File: src/rtl/y86_pkg.sv
// y86_pkg: Y86-64 icode and status constants, SEQ stage states and icode helpers
package y86_pkg;
  localparam logic [3:0] IHALT   = 4'h0;
  localparam logic [3:0] INOP    = 4'h1;
  localparam logic [3:0] IRRMOVQ = 4'h2;
  localparam logic [3:0] IIRMOVQ = 4'h3;
  localparam logic [3:0] IRMMOVQ = 4'h4;
  localparam logic [3:0] IMRMOVQ = 4'h5;
  localparam logic [3:0] IOPQ    = 4'h6;
  localparam logic [3:0] IJXX    = 4'h7;
  localparam logic [3:0] ICALL   = 4'h8;
  localparam logic [3:0] IRET    = 4'h9;
  localparam logic [3:0] IPUSHQ  = 4'hA;
  localparam logic [3:0] IPOPQ   = 4'hB;
  localparam logic [2:0] S_AOK = 3'd1;
  localparam logic [2:0] S_HLT = 3'd2;
  localparam logic [2:0] S_ADR = 3'd3;
  localparam logic [2:0] S_INS = 3'd4;
  typedef enum logic [2:0] {
    ST_IDLE, ST_FETCH, ST_DECODE, ST_EXECUTE, ST_MEMORY, ST_WB, ST_PCUPD, ST_HALT
  } stage_t;
  function automatic logic is_mem_icode(input logic [3:0] i_icode);
    return i_icode inside {IRMMOVQ, IMRMOVQ, ICALL, IRET, IPUSHQ, IPOPQ};
  endfunction
endpackage

File: src/rtl/seq_mem_wait_timer.sv
// seq_mem_wait_timer: counts memory wait cycles, flags the last allowed one
module seq_mem_wait_timer #(
  parameter int MEM_TIMEOUT = 15
) (
  input  logic clk,
  input  logic rst_n,
  input  logic i_clr,
  input  logic i_inc,
  output logic o_expired
);
  localparam int W = $clog2(MEM_TIMEOUT + 1);
  logic [W-1:0] r_cnt;
  always_ff @(posedge clk or negedge rst_n) begin
    if (!rst_n) r_cnt <= '0;
    else if (i_clr) r_cnt <= '0;
    else if (i_inc) r_cnt <= r_cnt + 1'b1;
  end
  assign o_expired = r_cnt == W'(MEM_TIMEOUT - 1);
endmodule

File: src/rtl/seq_stage_controller.sv
// seq_stage_controller: SEQ stage sequencer owning PC, status and run counters
module seq_stage_controller
  import y86_pkg::*;
#(
  parameter int              PC_W        = 64,
  parameter logic [PC_W-1:0] RESET_PC    = '0,
  parameter int              CNT_W       = 32,
  parameter int              MEM_TIMEOUT = 15
) (
  input  logic             clk,
  input  logic             rst_n,
  input  logic             run,
  input  logic [3:0]       icode,
  input  logic             instr_valid,
  input  logic             imem_error,
  input  logic             mem_ready,
  input  logic             dmem_error,
  input  logic [PC_W-1:0]  pc_next_in,
  output logic [PC_W-1:0]  pc,
  output logic             fetch_en,
  output logic             decode_en,
  output logic             execute_en,
  output logic             memory_en,
  output logic             wb_en,
  output logic             pcupd_en,
  output logic [2:0]       stat,
  output logic             halted,
  output logic [CNT_W-1:0] cycle_count,
  output logic [CNT_W-1:0] instr_count
);
  stage_t           r_state, w_next;
  logic [2:0]       r_stat, w_stat;
  logic [3:0]       r_icode;
  logic [PC_W-1:0]  r_pc;
  logic [CNT_W-1:0] r_cycles, r_instrs;
  logic             w_mem_op, w_expired, w_busy;
  assign w_mem_op = is_mem_icode(r_icode);
  assign w_busy   = r_state != ST_IDLE && r_state != ST_HALT;
  seq_mem_wait_timer #(.MEM_TIMEOUT(MEM_TIMEOUT)) u_timer (
    .clk      (clk),
    .rst_n    (rst_n),
    .i_clr    (r_state != ST_MEMORY),
    .i_inc    (r_state == ST_MEMORY && w_mem_op && !mem_ready),
    .o_expired(w_expired)
  );
  always_comb begin
    w_next = r_state;
    w_stat = r_stat;
    case (r_state)
      ST_IDLE:    w_next = run ? ST_FETCH : ST_IDLE;
      ST_FETCH: begin
        w_next = (imem_error || !instr_valid || icode == IHALT) ? ST_HALT : ST_DECODE;
        w_stat = imem_error ? S_ADR : !instr_valid ? S_INS : icode == IHALT ? S_HLT : r_stat;
      end
      ST_DECODE:  w_next = ST_EXECUTE;
      ST_EXECUTE: w_next = ST_MEMORY;
      ST_MEMORY: begin
        if (!w_mem_op || (mem_ready && !dmem_error)) w_next = ST_WB;
        else if (mem_ready || w_expired) begin
          w_next = ST_HALT;
          w_stat = S_ADR;
        end
      end
      ST_WB:      w_next = ST_PCUPD;
      ST_PCUPD:   w_next = run ? ST_FETCH : ST_IDLE;
      default:    w_next = r_state;
    endcase
  end
  always_ff @(posedge clk or negedge rst_n) begin
    if (!rst_n) begin
      r_state  <= ST_IDLE;
      r_stat   <= S_AOK;
      r_icode  <= '0;
      r_pc     <= RESET_PC;
      r_cycles <= '0;
      r_instrs <= '0;
    end else begin
      r_state <= w_next;
      r_stat  <= w_stat;
      if (r_state == ST_FETCH) r_icode <= icode;
      if (r_state == ST_PCUPD) r_pc <= pc_next_in;
      if (r_state == ST_PCUPD && !(&r_instrs)) r_instrs <= r_instrs + 1'b1;
      if (w_busy && !(&r_cycles)) r_cycles <= r_cycles + 1'b1;
    end
  end
  assign pc          = r_pc;
  assign stat        = r_stat;
  assign halted      = r_state == ST_HALT;
  assign fetch_en    = r_state == ST_FETCH;
  assign decode_en   = r_state == ST_DECODE;
  assign execute_en  = r_state == ST_EXECUTE;
  assign memory_en   = r_state == ST_MEMORY;
  assign wb_en       = r_state == ST_WB;
  assign pcupd_en    = r_state == ST_PCUPD;
  assign cycle_count = r_cycles;
  assign instr_count = r_instrs;
endmodule

File: config.mk
export PLATFORM = sky130hd
export DESIGN_NAME = seq_stage_controller
export DESIGN_NICKNAME = d
export VERILOG_FILES = /design/src/rtl/y86_pkg.sv /design/src/rtl/seq_mem_wait_timer.sv /design/src/rtl/seq_stage_controller.sv
export SDC_FILE = /design/constraint.sdc
export NUM_CORES = 1
export LEC_CHECK = 0
export ABC_AREA = 1
export BUFFER_PORTS_ARGS = -buffer_cell sky130_fd_sc_hd__buf_2
export CAP_MARGIN = 20
export CORE_MARGIN = 5
export CORE_UTILIZATION = 57
export CTS_CLUSTER_SIZE = 24
export DETAILED_ROUTE_END_ITERATION = 6
export PLACE_DENSITY_LB_ADDON = 0.25
export SLEW_MARGIN = 20
export SYNTH_ARGS = -nofsm -noshare
export SYNTH_HDL_FRONTEND = slang
export SYNTH_SLANG_ARGS = --single-unit
File: constraint.sdc
create_clock -name clk -period 2.92 [get_ports clk]
set_clock_uncertainty 0.15 [all_clocks]
set_input_delay 0.438 -clock clk [delete_from_list [all_inputs] [get_ports clk]]
set_output_delay 0.438 -clock clk [all_outputs]
set_load 0.02 [all_outputs]
==> flow_metrics.py, run 1 <==
metrics = {
    "status": {
        "run_status": "complete, no violations",
    },
    "synth": {
        "ys_types": 29,
        "synthAdderAreaFrac_pct": 0.678,
        "synth.top_cell.area_share_pct": 47.5,
        "yosys.area_share.simple_pct": 40.9,
        "synth.mux.area_fraction_pct": 0,
        "synth_seq_cells": 141,
        "synth_compound_area_share_pct": 1.54,
        "netlist_instances": 1056,
        "synthTopCellsByCount": "nand2_1 (580), dfrtp_1 (140), nor2_1 (113)",
        "syn_nets": 1135,
        "synth_top_flop_cell": "dfrtp_1",
        "ys_seq_area_share_pct": 47.8,
        "mappedNetlistArea_mm2": 0.00738,
        "synth_top_area_cell": "dfrtp_1",
        "ys_warn_count": 0,
        "synth_xor_area_share_pct": 3.32,
        "synth_area_leaders": "dfrtp_1 (47%), nand2_1 (30%), nor2_1 (5.7%)",
        "synth_top_family_by_area": "simple AND/OR/NAND/NOR gates",
        "syn_avg_cell_area_um2": 6.99,
        "synth_edf_count": 0,
        "yosysMostFrequentCell": "nand2_1",
        "synthArstFlopShare_pct": 100,
    },
    "pwr": {
        "p_per_area_mw_per_mm2": 921,
        "ir_drop_uv": 644,
        "p_leak_nw": 5.04,
        "totalPowerFinal_mw": 8.56,
    },
    "setup_path": {
        "worstPathMaxFanout": 14,
        "slowest_stage": "dfrtp_1",
        "worstPathArrival_ns": 1.77,
        "path_cells": "inv_2 > nor3_4 > buf_2",
        "rr_worst_depth": 10,
        "timing_worst_setup_path_type": "reg2out",
        "crit_buf_inv": 2,
        "cp_data_required_time_ns": 2.33,
        "cp-end-kind": "primary output",
        "cp.depth": 3,
        "slowest_delay_ns": 0.50,
        "rrSetupSlack_ns": 0.67,
        "critical_path.startpoint_type": "flop",
        "critPathTopFamily": "flip-flops",
    },
    "run": {
        "maxCapViolations": 0,
    },
    "timing": {
        "fin_hold_ws_ns": 0.0638,
        "setup_violations": 0,
        "clock.fmax_ghz": 0.424,
        "period_share_pct": 80.8,
        "setup_tns_ns": 0,
        "relSlewSlack_pct": 56.3,
        "worstMarginPinSlew_ns": 0.655,
        "hold_violations": 0,
        "slew_viol_final": 0,
        "rsz0062_at_grt": "false",
        "min_period_ns": 2.36,
        "worst_slack_ns": 0.562,
    },
    "final_layout": {
        "fin_nets": 1350,
        "fillCellCount": 1038,
        "antenna_cells": 0,
        "instances_no_fill": 1456,
        "area_growth_pct": 26.0,
        "drive_above_1_share_pct": 20.9,
    },
    "cts": {
        "cts_root_buf": "clkbuf_16",
        "clkSlewWorstSetupHoldPaths_ns": 0.06,
        "htreeDepth": 4,
        "cts.sinks": 141,
        "cts_buffers": 17,
        "cts_tree": "built",
        "post_cts_buffers": 0,
        "insertion_delay_ns": 0.42,
        "clockBufferDepth": 2,
    },
    "floorplanning": {
        "ios": 213,
        "fp.dieArea_mm2": 0.0153,
        "std_cell_rows": 41,
        "core-area_mm2": 0.0127,
        "die_h_um": 124,
        "die_w_um": 124,
        "start_util_pct": 58.2,
    },
    "placed_design": {
        "place_ws_ns": 0.699,
        "routabilityCongestion": 0.887,
        "portBuffers": 212,
        "post-place-cells": 1423,
        "post-dp-hpwl_mm": 15.0,
    },
    "grt": {
        "use_met2_pct": 44.7,
        "antenna_found_initial": 2,
        "grt_overflow": 0,
        "busiest_layer": "met2",
        "grt_use_met1_pct": 35.7,
        "grtUsageMet3_pct": 9.45,
        "grt_max_degree": 65,
        "grt_pass1_vias": 7096,
        "track_usage_pct": 28.0,
        "grt_pass1_wl_mm": 33.7,
    },
    "detailed_routing": {
        "drcViolationCount": 0,
        "totalWireLength_mm": 20.4,
        "vias": 7360,
        "dr.first_iter.drc_count": 654,
        "avgViaCountPerCell": 5.05,
        "dr.pass1.iters": 7,
        "wire_per_inst_um": 14.0,
        "ant_nets": 0,
    },
    "worst_hold_path": {
        "hold_path.class": "in2reg",
        "holdPathStages": 3,
    },
}
-- final cells by class --
class / instances / area (um^2) / area share (%)
inverters: 74 / 278 / 2.99
flip-flops and latches: 141 / 3530 / 38.0
repair buffers: 220 / 1150 / 12.4
multi-input cells: 817 / 3430 / 36.9
clock buffers: 17 / 425 / 4.57
clock inverters: 15 / 268 / 2.88
well taps: 172 / 215 / 2.31
-- report_power, final --
group | switching [mW] | internal, mW
sequential | 0.409 | 2.54
combinational | 2.16 | 0.910
clock | 0.853 | 1.69
total | 3.42 | 5.14
-- worst register-to-register path, stage by stage, from the launching register on --
cell     delay, ns
dfrtp_1       0.41
ha_1          0.21
inv_1         0.07
nor2_4        0.18
nand2_2       0.13
nor2_4        0.16
nand2_2       0.10
nand2_2       0.25
inv_2         0.27
nand2_1       0.16
nand2_1       0.06
-- state kept, by name, indices dropped and copies added, names as in the netlist --
name	count
pc	64
cycle_count	32
instr_count	32
u_timer.r_cnt	4
r_icode	3
r_state	3
stat	3
-- path summary, 6_finish.rpt --
path,start,end
worst max-delay path,r_state[2]$_DFFE_PN0P_,pcupd_en
worst min-delay path,pc_next_in[7],pc[7]$_DFFE_PN0P_
worst max register to register,instr_count[0]$_DFFE_PN0P_,instr_count[11]$_DFFE_PN0P_
worst min register to register,pc[4]$_DFFE_PN0P_,pc[4]$_DFFE_PN0P_
max in group asynchronous,rst_n,pc[54]$_DFFE_PN0P_
min in group asynchronous,rst_n,instr_count[22]$_DFFE_PN0P_
-- routing by layer --
| metal | wire length (um) | vias up | part of all wire (%) |
|---|---|---|---|
| met5 | 34 | - | 0.17 |
| met4 | 432 | 4 | 2.1 |
| met3 | 1760 | 41 | 8.6 |
| met2 | 9810 | 282 | 48 |
| met1 | 8410 | 3395 | 41 |
| li1 | - | 3638 | - |
-- repair_timing --
action	CTS	global route
endpoints found under the hold margin	60	0
hold buffers	1	0
gates resized for setup	0	0
endpoints found under the setup margin	0	0
-- cell usage in the layout, fill, tap and decap left out --
cell             n
xnor2_1         13
clkinv_4         1
nor2_4           3
nor2_2           1
dlygate4sd3_1    1
clkbuf_16       17
nand3b_1         3
buf_2          211
clkinvlp_4       4
nand2_2          5
inv_2            5
o21ai_1          3
o21a_1           1
o31ai_1          2
o21ai_0         12
nand4_1         10
buf_6            1
nand3_1         41
bufinv_16        7
clkinv_2         2
buf_4            5
nor3_2           1
nand2_1        580
a21oi_1          2
inv_6            1
clkinv_1         2
a31oi_1          1
nor2_1         113
nor3_4           1
buf_12           2
nor3_1           6
xor2_1          15
inv_1           67
dfrtp_1        140
ha_1             4
dfstp_2          1
-- kinds of logic (layout without fill, tap and decap cells) --
group | Yosys count | count (layout)
buffers and inverters | 98 | 326
adder cells (fa/ha/maj) | 4 | 4
AO/OA/AOI/OAI | 21 | 21
XOR/XNOR | 28 | 28
AND/OR/NAND/NOR | 764 | 764
flip-flops | 141 | 141
-- per-stage QoR --
step           utilization (%)  instance area, um^2
2_1_floorplan                -                 7380
3_3_place_gp              67.8                 8600
3_5_place_dp              67.8                 8600
4_1_cts                   73.4                 9300
5_1_grt                   73.4                 9300
6_report                  73.4                 9300
Power figures use the tool's default switching activity.
==> run 2: changes to the inputs <==
Settings changed: CORE_UTILIZATION 57 to 53.
Clock period 2.92 ns to 2.5 ns, I/O delays scaled along.
==> flow_metrics.py, run 2 (same netlist as run 1, synthesis figures left out) <==
metrics = {
    "timing": {
        "rsz0062_at_grt": "false",
        "setup_tns_ns": 0,
        "slew_viol_final": 0,
        "hold_violations": 0,
        "relSlewSlack_pct": 68.0,
        "worstMarginPinSlew_ns": 0.480,
        "min_period_ns": 2.38,
        "setup_violations": 0,
        "clock.fmax_ghz": 0.420,
        "worst_slack_ns": 0.121,
        "period_share_pct": 95.2,
    },
    "final_layout": {
        "final_cell_mix": "nand2_1 (580), buf_2 (211), dfrtp_1 (140)",
        "fillCellCount": 1128,
        "final_common_cell": "nand2_1",
        "area_growth_pct": 32.3,
        "multi_input_area_mm2": 0.00343,
        "largest_reg_flops": 64,
        "drive_above_1_share_pct": 20.2,
        "regArea_mm2": 0.00353,
        "antenna_cells": 0,
        "fin_nets": 1406,
    },
    "cts": {
        "clockBufferDepth": 2,
        "insertion_delay_ns": 0.43,
        "cts_tree": "built",
        "cts_root_buf": "clkbuf_16",
        "cts_buffers": 17,
        "post_cts_buffers": 0,
        "cts.sinks": 141,
        "clkSlewWorstSetupHoldPaths_ns": 0.06,
        "htreeDepth": 4,
    },
    "worst_hold_path": {
        "worstHoldStart": "pc_next_in[57]",
        "hold_path.class": "in2reg",
    },
    "floorplanning": {
        "fp.dieArea_mm2": 0.0164,
        "std_cell_rows": 43,
        "core-area_mm2": 0.0138,
        "die_w_um": 128,
        "start_util_pct": 53.6,
        "die_h_um": 128,
        "ios": 213,
    },
    "grt": {
        "grt_pass1_vias": 7399,
        "grt_overflow": 0,
        "grt_max_degree": 52,
        "track_usage_pct": 27.7,
        "antenna_found_initial": 0,
        "grt_pass1_wl_mm": 36.4,
    },
    "run": {
        "maxCapViolations": 0,
    },
    "setup_path": {
        "worstPathMaxFanout": 9,
        "cp-end-kind": "primary output",
        "cp_data_required_time_ns": 1.98,
        "worstPathArrival_ns": 1.85,
        "r2r_start": "cycle_count[1]$_DFFE_PN0P_",
        "crit_path_start": "r_state[2]$_DFFE_PN0P_",
        "timing_worst_setup_path_type": "reg2out",
        "critical_path.startpoint_type": "flop",
    },
    "pwr": {
        "p_int_mw": 5.62,
        "power.net_switching_mw": 4.20,
        "sequentialPowerShare_pct": 35.2,
        "clkPwrFrac_pct": 26.1,
        "p_leak_nw": 5.25,
        "ir_drop_uv": 792,
        "totalPowerFinal_mw": 9.82,
        "combPwrFrac_pct": 38.7,
        "p_per_area_mw_per_mm2": 1010,
        "swShare_pct": 42.8,
    },
    "placed_design": {
        "post-dp-hpwl_mm": 14.9,
        "portBuffers": 212,
        "routabilityCongestion": 0.891,
        "place_ws_ns": 0.185,
    },
    "detailed_routing": {
        "dr.pass1.iters": 5,
        "ant_nets": 0,
        "avgViaCountPerCell": 5.03,
        "totalWireLength_mm": 22.2,
        "dr.first_iter.drc_count": 476,
        "wire_per_inst_um": 14.6,
        "vias": 7640,
        "drcViolationCount": 0,
    },
    "status": {
        "run_status": "complete, no violations",
    },
}
run 2: cell count changes in the layout (fill, tap and decap cells not counted), moves of 3 or more:
cell and change:
bufinv_16 -5, inv_6 +3, clkinv_4 +4, dlygate4sd3_1 +52, buf_4 +4, clkinvlp_4 -4
run 2: per-layer routing:
metal / global-route usage (%) / vias up / part of all wire (%)
li1: - / 3772 / -
met1: 34.7 / 3540 / 41
met2: 46.1 / 284 / 48
met3: 8.17 / 44 / 8.1
met4: 9.68 / 0 / 2.4
met5: 0 / - / 0
run 2: per-stage QoR:
| step | hold WS [ns] | utilization, % | cell area (um^2) | instances |
|---|---|---|---|---|
| after floorplan | -0.0706 | - | 7380 | 1056 |
| after global placement | 0.206 | 62.7 | 8640 | 1435 |
| after detailed placement | 0.208 | 62.7 | 8640 | 1435 |
| after CTS | 0.00127 | 70.8 | 9760 | 1520 |
| after global routing | 0.0111 | 70.8 | 9760 | 1520 |
| final | 0.0125 | 70.8 | 9760 | 1520 |
run 2: layout make-up:
type | count | area share, %
Tap cell | 180 | 2.31
Multi-Input combinational cell | 817 | 35.1
Inverter | 74 | 2.87
Clock inverter | 14 | 1.64
Clock buffer | 18 | 4.40
Timing Repair Buffer | 276 | 17.5
Sequential cell | 141 | 36.2
run 2: final timing paths:
| path | to | slack (ns) | cells past startpoint |
|---|---|---|---|
| min reg2reg | pc[56]$_DFFE_PN0P_ | 0.31 | 2 |
| max | pcupd_en | 0.12 | 4 |
| max in group asynchronous | stat[0]$_DFFE_PN1P_ | 1.17 | 3 |
| min | pc[57]$_DFFE_PN0P_ | 0.01 | 3 |
| max reg2reg | cycle_count[6]$_DFFE_PN0P_ | 0.25 | 9 |
| min in group asynchronous | instr_count[21]$_DFFE_PN0P_ | 0.32 | 2 |
run 2: timing repair:
| item | in CTS | in global routing |
|---|---|---|
| hold buffers | 53 | 0 |
| resized for setup | 0 | 2 |
| endpoints found under the setup margin | 0 | 2 |
| hold endpoints to repair | 99 | 0 |
run 2: power by group through the flow:
stage	Sequential, mW	Clock (mW)	Combinational [mW]
2_1_floorplan	4.16	0	1.72
3_3_place_gp	3.43	0	3.61
3_5_place_dp	3.43	0	3.71
4_1_cts	3.43	2.57	3.76
5_1_grt	3.55	2.69	4.19
6_report	3.46	2.56	3.80
run 2: critical path, stage by stage, from the launching register on:
cell,delay (ns)
dfrtp_1,0.50
inv_2,0.11
nor3_4,0.36
buf_4,0.27
buf_2,0.19
